--- config.mk ---
export PLATFORM = sky130hd
export DESIGN_NAME = shift_reg_sequencer_flat
export DESIGN_NICKNAME = d
export VERILOG_FILES = /design/src/rtl/shift_reg_sequencer_if.sv /design/src/rtl/shift_reg_sequencer.sv /design/src/flat_wrapper.sv
export SDC_FILE = /design/constraint.sdc
export NUM_CORES = 1
export LEC_CHECK = 0
export CAP_MARGIN = 30
export CORE_ASPECT_RATIO = 1.75
export CORE_MARGIN = 3
export CORE_UTILIZATION = 35
export CTS_CLUSTER_SIZE = 24
export DETAILED_ROUTE_END_ITERATION = 8
export DONT_BUFFER_PORTS = 1
export PLACE_DENSITY_LB_ADDON = 0.05
export SLEW_MARGIN = 20
export SYNTH_ARGS = -nofsm -noshare
export SYNTH_HDL_FRONTEND = slang
export SYNTH_SLANG_ARGS = --single-unit
--- constraint.sdc ---
create_clock -name clk -period 3.33 [get_ports clk]
set_clock_uncertainty 0.05 [all_clocks]
set_input_delay 0 -clock clk [delete_from_list [all_inputs] [get_ports clk]]
set_output_delay 0 -clock clk [all_outputs]
set_load 0.05 [all_outputs]
--- src/rtl/shift_reg_sequencer_if.sv ---
// Command/status and register-side bundle for shift_reg_sequencer.
// Q_fb is the register output; S/SR/SL/PData/reg_clear drive it.
interface shift_reg_sequencer_if #(
  parameter int CNT_W = 4
);
  logic             start;
  logic [1:0]       mode;
  logic [3:0]       load_data;
  logic [CNT_W-1:0] steps;
  logic             serial_in;
  logic             hold;
  logic [3:0]       Q_fb;
  logic [1:0]       S;
  logic             SR;
  logic             SL;
  logic [3:0]       PData;
  logic             reg_clear;
  logic             busy;
  logic             done;
  logic [CNT_W-1:0] remaining;

  modport master (
    output start, mode, load_data, steps,
    output serial_in, hold, Q_fb,
    input  S, SR, SL, PData, reg_clear,
    input  busy, done, remaining
  );

  modport slave (
    input  start, mode, load_data, steps,
    input  serial_in, hold, Q_fb,
    output S, SR, SL, PData, reg_clear,
    output busy, done, remaining
  );
endinterface

--- src/rtl/shift_reg_sequencer.sv ---
// Sequencer driving a 4-bit universal shift register:
// clear, load, then N shift/rotate steps, with pause.
module shift_reg_sequencer #(
  parameter int CNT_W = 4
) (
  input logic                  clk,
  input logic                  clear,
  shift_reg_sequencer_if.slave bus
);

  localparam logic [2:0] IDLE  = 3'd0;
  localparam logic [2:0] CLR   = 3'd1;
  localparam logic [2:0] LOAD  = 3'd2;
  localparam logic [2:0] SHIFT = 3'd3;
  localparam logic [2:0] DONE  = 3'd4;

  logic [2:0]       state;
  logic [1:0]       mode_q;
  logic [3:0]       data_q;
  logic [CNT_W-1:0] rem;
  logic             shift_en;

  assign shift_en = (state == SHIFT) && !bus.hold;

  always_ff @(posedge clk) begin
    if (clear) begin
      state  <= IDLE;
      mode_q <= '0;
      data_q <= '0;
      rem    <= '0;
    end else begin
      unique case (state)
        IDLE: begin
          if (bus.start) begin
            mode_q <= bus.mode;
            data_q <= bus.load_data;
            rem    <= bus.steps;
            state  <= CLR;
          end
        end
        CLR:  state <= LOAD;
        LOAD: state <= (rem != '0) ? SHIFT : DONE;
        SHIFT: begin
          if (!bus.hold) begin
            rem <= rem - CNT_W'(1);
            if (rem == CNT_W'(1))
              state <= DONE;
          end
        end
        DONE:    state <= IDLE;
        default: state <= IDLE;
      endcase
    end
  end

  // hold gates S directly so a paused cycle never shifts
  always_comb begin
    bus.S         = 2'b00;
    bus.PData     = 4'b0000;
    bus.reg_clear = 1'b0;
    bus.done      = 1'b0;
    bus.busy      = (state != IDLE);
    unique case (1'b1)
      state == CLR:  bus.reg_clear = 1'b1;
      state == LOAD: begin
        bus.S     = 2'b11;
        bus.PData = data_q;
      end
      shift_en:      bus.S = mode_q[0] ? 2'b10 : 2'b01;
      state == DONE: bus.done = 1'b1;
      default: ;
    endcase
  end

  always_comb begin
    bus.SR = 1'b0;
    bus.SL = 1'b0;
    unique case (mode_q)
      2'b00:   bus.SR = bus.serial_in;
      2'b01:   bus.SL = bus.serial_in;
      2'b10:   bus.SR = bus.Q_fb[0];
      default: bus.SL = bus.Q_fb[3];
    endcase
  end

  assign bus.remaining = rem;

endmodule
--- src/flat_wrapper.sv ---
// flat-port wrapper written by rule: the top's interface ports become plain ports
module shift_reg_sequencer_flat 
#(
  parameter int CNT_W = 4
)
  (clk, clear, bus_start, bus_mode, bus_load_data, bus_steps, bus_serial_in, bus_hold, bus_Q_fb, bus_S, bus_SR, bus_SL, bus_PData, bus_reg_clear, bus_busy, bus_done, bus_remaining);
  shift_reg_sequencer_if #(.CNT_W(CNT_W)) bus_i ();
  input logic clk;
  input logic clear;
  input wire logic [$bits(bus_i.start)-1:0] bus_start;
  input wire logic [$bits(bus_i.mode)-1:0] bus_mode;
  input wire logic [$bits(bus_i.load_data)-1:0] bus_load_data;
  input wire logic [$bits(bus_i.steps)-1:0] bus_steps;
  input wire logic [$bits(bus_i.serial_in)-1:0] bus_serial_in;
  input wire logic [$bits(bus_i.hold)-1:0] bus_hold;
  input wire logic [$bits(bus_i.Q_fb)-1:0] bus_Q_fb;
  output wire logic [$bits(bus_i.S)-1:0] bus_S;
  output wire logic [$bits(bus_i.SR)-1:0] bus_SR;
  output wire logic [$bits(bus_i.SL)-1:0] bus_SL;
  output wire logic [$bits(bus_i.PData)-1:0] bus_PData;
  output wire logic [$bits(bus_i.reg_clear)-1:0] bus_reg_clear;
  output wire logic [$bits(bus_i.busy)-1:0] bus_busy;
  output wire logic [$bits(bus_i.done)-1:0] bus_done;
  output wire logic [$bits(bus_i.remaining)-1:0] bus_remaining;
  assign bus_i.start = bus_start;
  assign bus_i.mode = bus_mode;
  assign bus_i.load_data = bus_load_data;
  assign bus_i.steps = bus_steps;
  assign bus_i.serial_in = bus_serial_in;
  assign bus_i.hold = bus_hold;
  assign bus_i.Q_fb = bus_Q_fb;
  assign bus_S = bus_i.S;
  assign bus_SR = bus_i.SR;
  assign bus_SL = bus_i.SL;
  assign bus_PData = bus_i.PData;
  assign bus_reg_clear = bus_i.reg_clear;
  assign bus_busy = bus_i.busy;
  assign bus_done = bus_i.done;
  assign bus_remaining = bus_i.remaining;
  shift_reg_sequencer #(.CNT_W(CNT_W)) u_core (.clk(clk), .clear(clear), .bus(bus_i));
endmodule
==> results.json <==
{
  "dr.pass1.iters": 3,
  "pwr-share-comb": 0.349,
  "drv_cap": 0,
  "start_kind": "register",
  "min_path_type": "input pin to register",
  "finalSetupViolCount": 0,
  "status": "complete, but fails checks",
  "layout-drive-gt1-share": 0.122,
  "cp.required_ps": 3450,
  "worstSetupEndpointType": "register",
  "path_cells": "nor4b_4 > mux2i_1 > nor2_1 > dlygate4sd3_1",
  "io-pin-count": 34,
  "antenna_found_initial": 0,
  "clk_path_buf_depth": 2,
  "fin_ws_ps": 976,
  "synth_area_per_cell_um2": 9.37,
  "drc": 0,
  "pwr-share-seq": 0.450,
  "dpl.hpwl_um": 1470,
  "vias": 680,
  "p_switching_w": 0.000213,
  "finalWirelength_um": 1960,
  "syn_to_final_growth_pct": 16.8,
  "irDropWorstVdd_uv": 242,
  "rows": 22,
  "p_int_w": 0.000290,
  "first_iter_violations": 23,
  "finalPower_w": 0.000502,
  "numCtsBuffers": 3,
  "use_met1": 0.141,
  "post-route-period-util": 0.707,
  "start_util": 0.379,
  "fmax_mhz": 425,
  "dominantRegCellSynth": "dfxtp_1",
  "r2r_slack_ps": 980,
  "worst_slew_pin_slew_ps": 1040,
  "period_minus_slack_ps": 2350,
  "netlist_area_um2": 825,
  "timing.hold.ws_ps": -2.82,
  "synthDistinctLibCells": 42,
  "grt_most_used_layer": "met2",
  "tns_ps": 0,
  "grt_util_met3": 0.0232,
  "crit_type": "register to register",
  "power_frac_clock": 0.201,
  "cts_sinks": 13,
  "path_clk_slew_ps": 80,
  "hold_violations": 1,
  "die_h_um": 70.2,
  "p_leak_nw": 0.408,
  "wire_per_inst_um": 16.1,
  "met2_usage": 0.244,
  "slowest_delay_ps": 860,
  "tritoncts": "done",
  "io_buffers": 0,
  "path_delay_family": "simple AND/OR/NAND/NOR gates",
  "cp.arrival_ps": 2480,
  "r2r_cells": 4,
  "grt_usage": 0.137,
  "rsz0062_at_grt": "no",
  "synth_edf_count": 0,
  "synth.yosys.warnings": 0,
  "fillers": 237,
  "dp_slack_ps": 1460,
  "synthArstFlopShare": 0,
  "power_density_nw_per_um2": 521,
  "grt_max_degree": 14,
  "synth_seq_area_share": 0.316,
  "syn_nets": 109,
  "coreArea_um2": 2170,
  "drtAntennaViolNets": 0,
  "netlist_instances": 88,
  "grt_pass1_vias": 693,
  "grt-ovfl-total": 0,
  "clk_latency_ps": 280,
  "cts_max_level": 1,
  "num-nets-final": 120,
  "crit_buf_inv": 1,
  "post-cts-setup-buffers": 0,
  "cts-root-buf": "clkbuf_4",
  "n_antenna_cell": 0,
  "grt_pass1_wl_um": 3150,
  "ctsResizeCount": 0,
  "regArea_um2": 260,
  "hold_depth": 2,
  "slew_headroom": 0.312,
  "vias_per_cell": 5.57,
  "crit_slowest_cell": "nor4b_4",
  "cp.depth": 4,
  "multiInputGateArea_um2": 503,
  "violations": "negative hold slack",
  "swShare": 0.424,
  "drv_slew": 0,
  "place.gp.congestion": 0.766,
  "worstPathMaxFanout": 13,
  "ys_seq_elements": 13,
  "dieArea_um2": 3000,
  "dieWidth_um": 42.7
}
path summary, 6_finish.rpt:
path                                   end                           from
min           u_core.state[0]$_SDFFE_PP0P_                      bus_start
min reg2reg  u_core.data_q[3]$_SDFFE_PP0P_  u_core.data_q[3]$_SDFFE_PP0P_
max reg2reg  u_core.mode_q[0]$_SDFFE_PP0P_   u_core.state[0]$_SDFFE_PP0P_
max          u_core.mode_q[0]$_SDFFE_PP0P_   u_core.state[0]$_SDFFE_PP0P_
flip-flops by register name, indices dropped and copies added, names as in the netlist:
name	cells
u_core.bus.remaining	4
u_core.data_q	4
u_core.mode_q	2
u_core.state	3
layout by cell type (no fill, tap or decap), types with 2 or more instances in the layout:
master,Yosys,routed
and2_1,4,4
buf_4,1,2
clkbuf_4,0,3
dfxtp_1,13,13
dlygate4sd3_1,0,11
ha_1,2,2
inv_1,5,5
mux2i_1,8,8
nand2_1,5,5
nand2b_1,2,2
nor2_1,8,8
o21bai_1,2,2
o22a_1,2,2
o32ai_1,2,2
per-layer routing:
metal  wire, um  vias up
met2       1050       19
met4         48        0
met5          0        -
met1        765      318
li1           -      338
met3         98        5
synth_stat cells, types with 2 or more instances:
master    count  area, um2
mux2i_1       8       80.1
nand2b_1      2       12.5
o32ai_1       2       17.5
nor2_1        8       30.0
clkbuf_1      2       7.51
o22a_1        2       17.5
inv_1         5       18.8
o21bai_1      2       15.0
ha_1          2       25.0
buf_2         2       10.0
nor3b_1       2       15.0
nand2_1       5       18.8
dfxtp_1      13        260
and2_1        4       25.0
buf_6         2       22.5
power by group through the flow:
stage	clock [W]	combinational (W)	sequential (W)
final	0.000101	0.000175	0.000226
after global routing	0.000110	0.000191	0.000230
after CTS	0.000105	0.000177	0.000226
after detailed placement	0	0.000163	0.000230
after global placement	0	0.000161	0.000230
after floorplan	0	0.000166	0.000212
cell families (layout without fill, tap and decap cells):
family / after synthesis / count (layout) / synth area share
flops: 13 / 13 / 0.316
fa+ha+maj: 2 / 2 / 0.0303
simple gates: 35 / 35 / 0.296
buf+inv: 12 / 22 / 0.0804
compound gates: 18 / 18 / 0.181
mux: 8 / 8 / 0.0971
layout make-up:
| type | count | share of cell area |
|---|---|---|
| multi-input combinational | 63 | 0.522 |
| clock buffer | 4 | 0.0273 |
| tap | 24 | 0.0312 |
| sequential | 13 | 0.270 |
| inverter | 5 | 0.0195 |
| timing repair buffer | 13 | 0.130 |
stage by stage:
step           area (um2)  utilization  instances  hold slack (ps)
2_1_floorplan         825            -         88             96.8
3_3_place_gp          827        0.380        107             21.2
3_5_place_dp          827        0.380        107             22.4
4_1_cts               963        0.443        122             20.1
5_1_grt               963        0.443        122             35.5
6_report              963        0.443        122            -2.82
repair_timing:
action	4_1_cts	5_1_grt
endpoints found under the setup margin	0	0
hold buffers	11	0
hold endpoints to repair	13	0
Power figures use the tool's default switching activity.
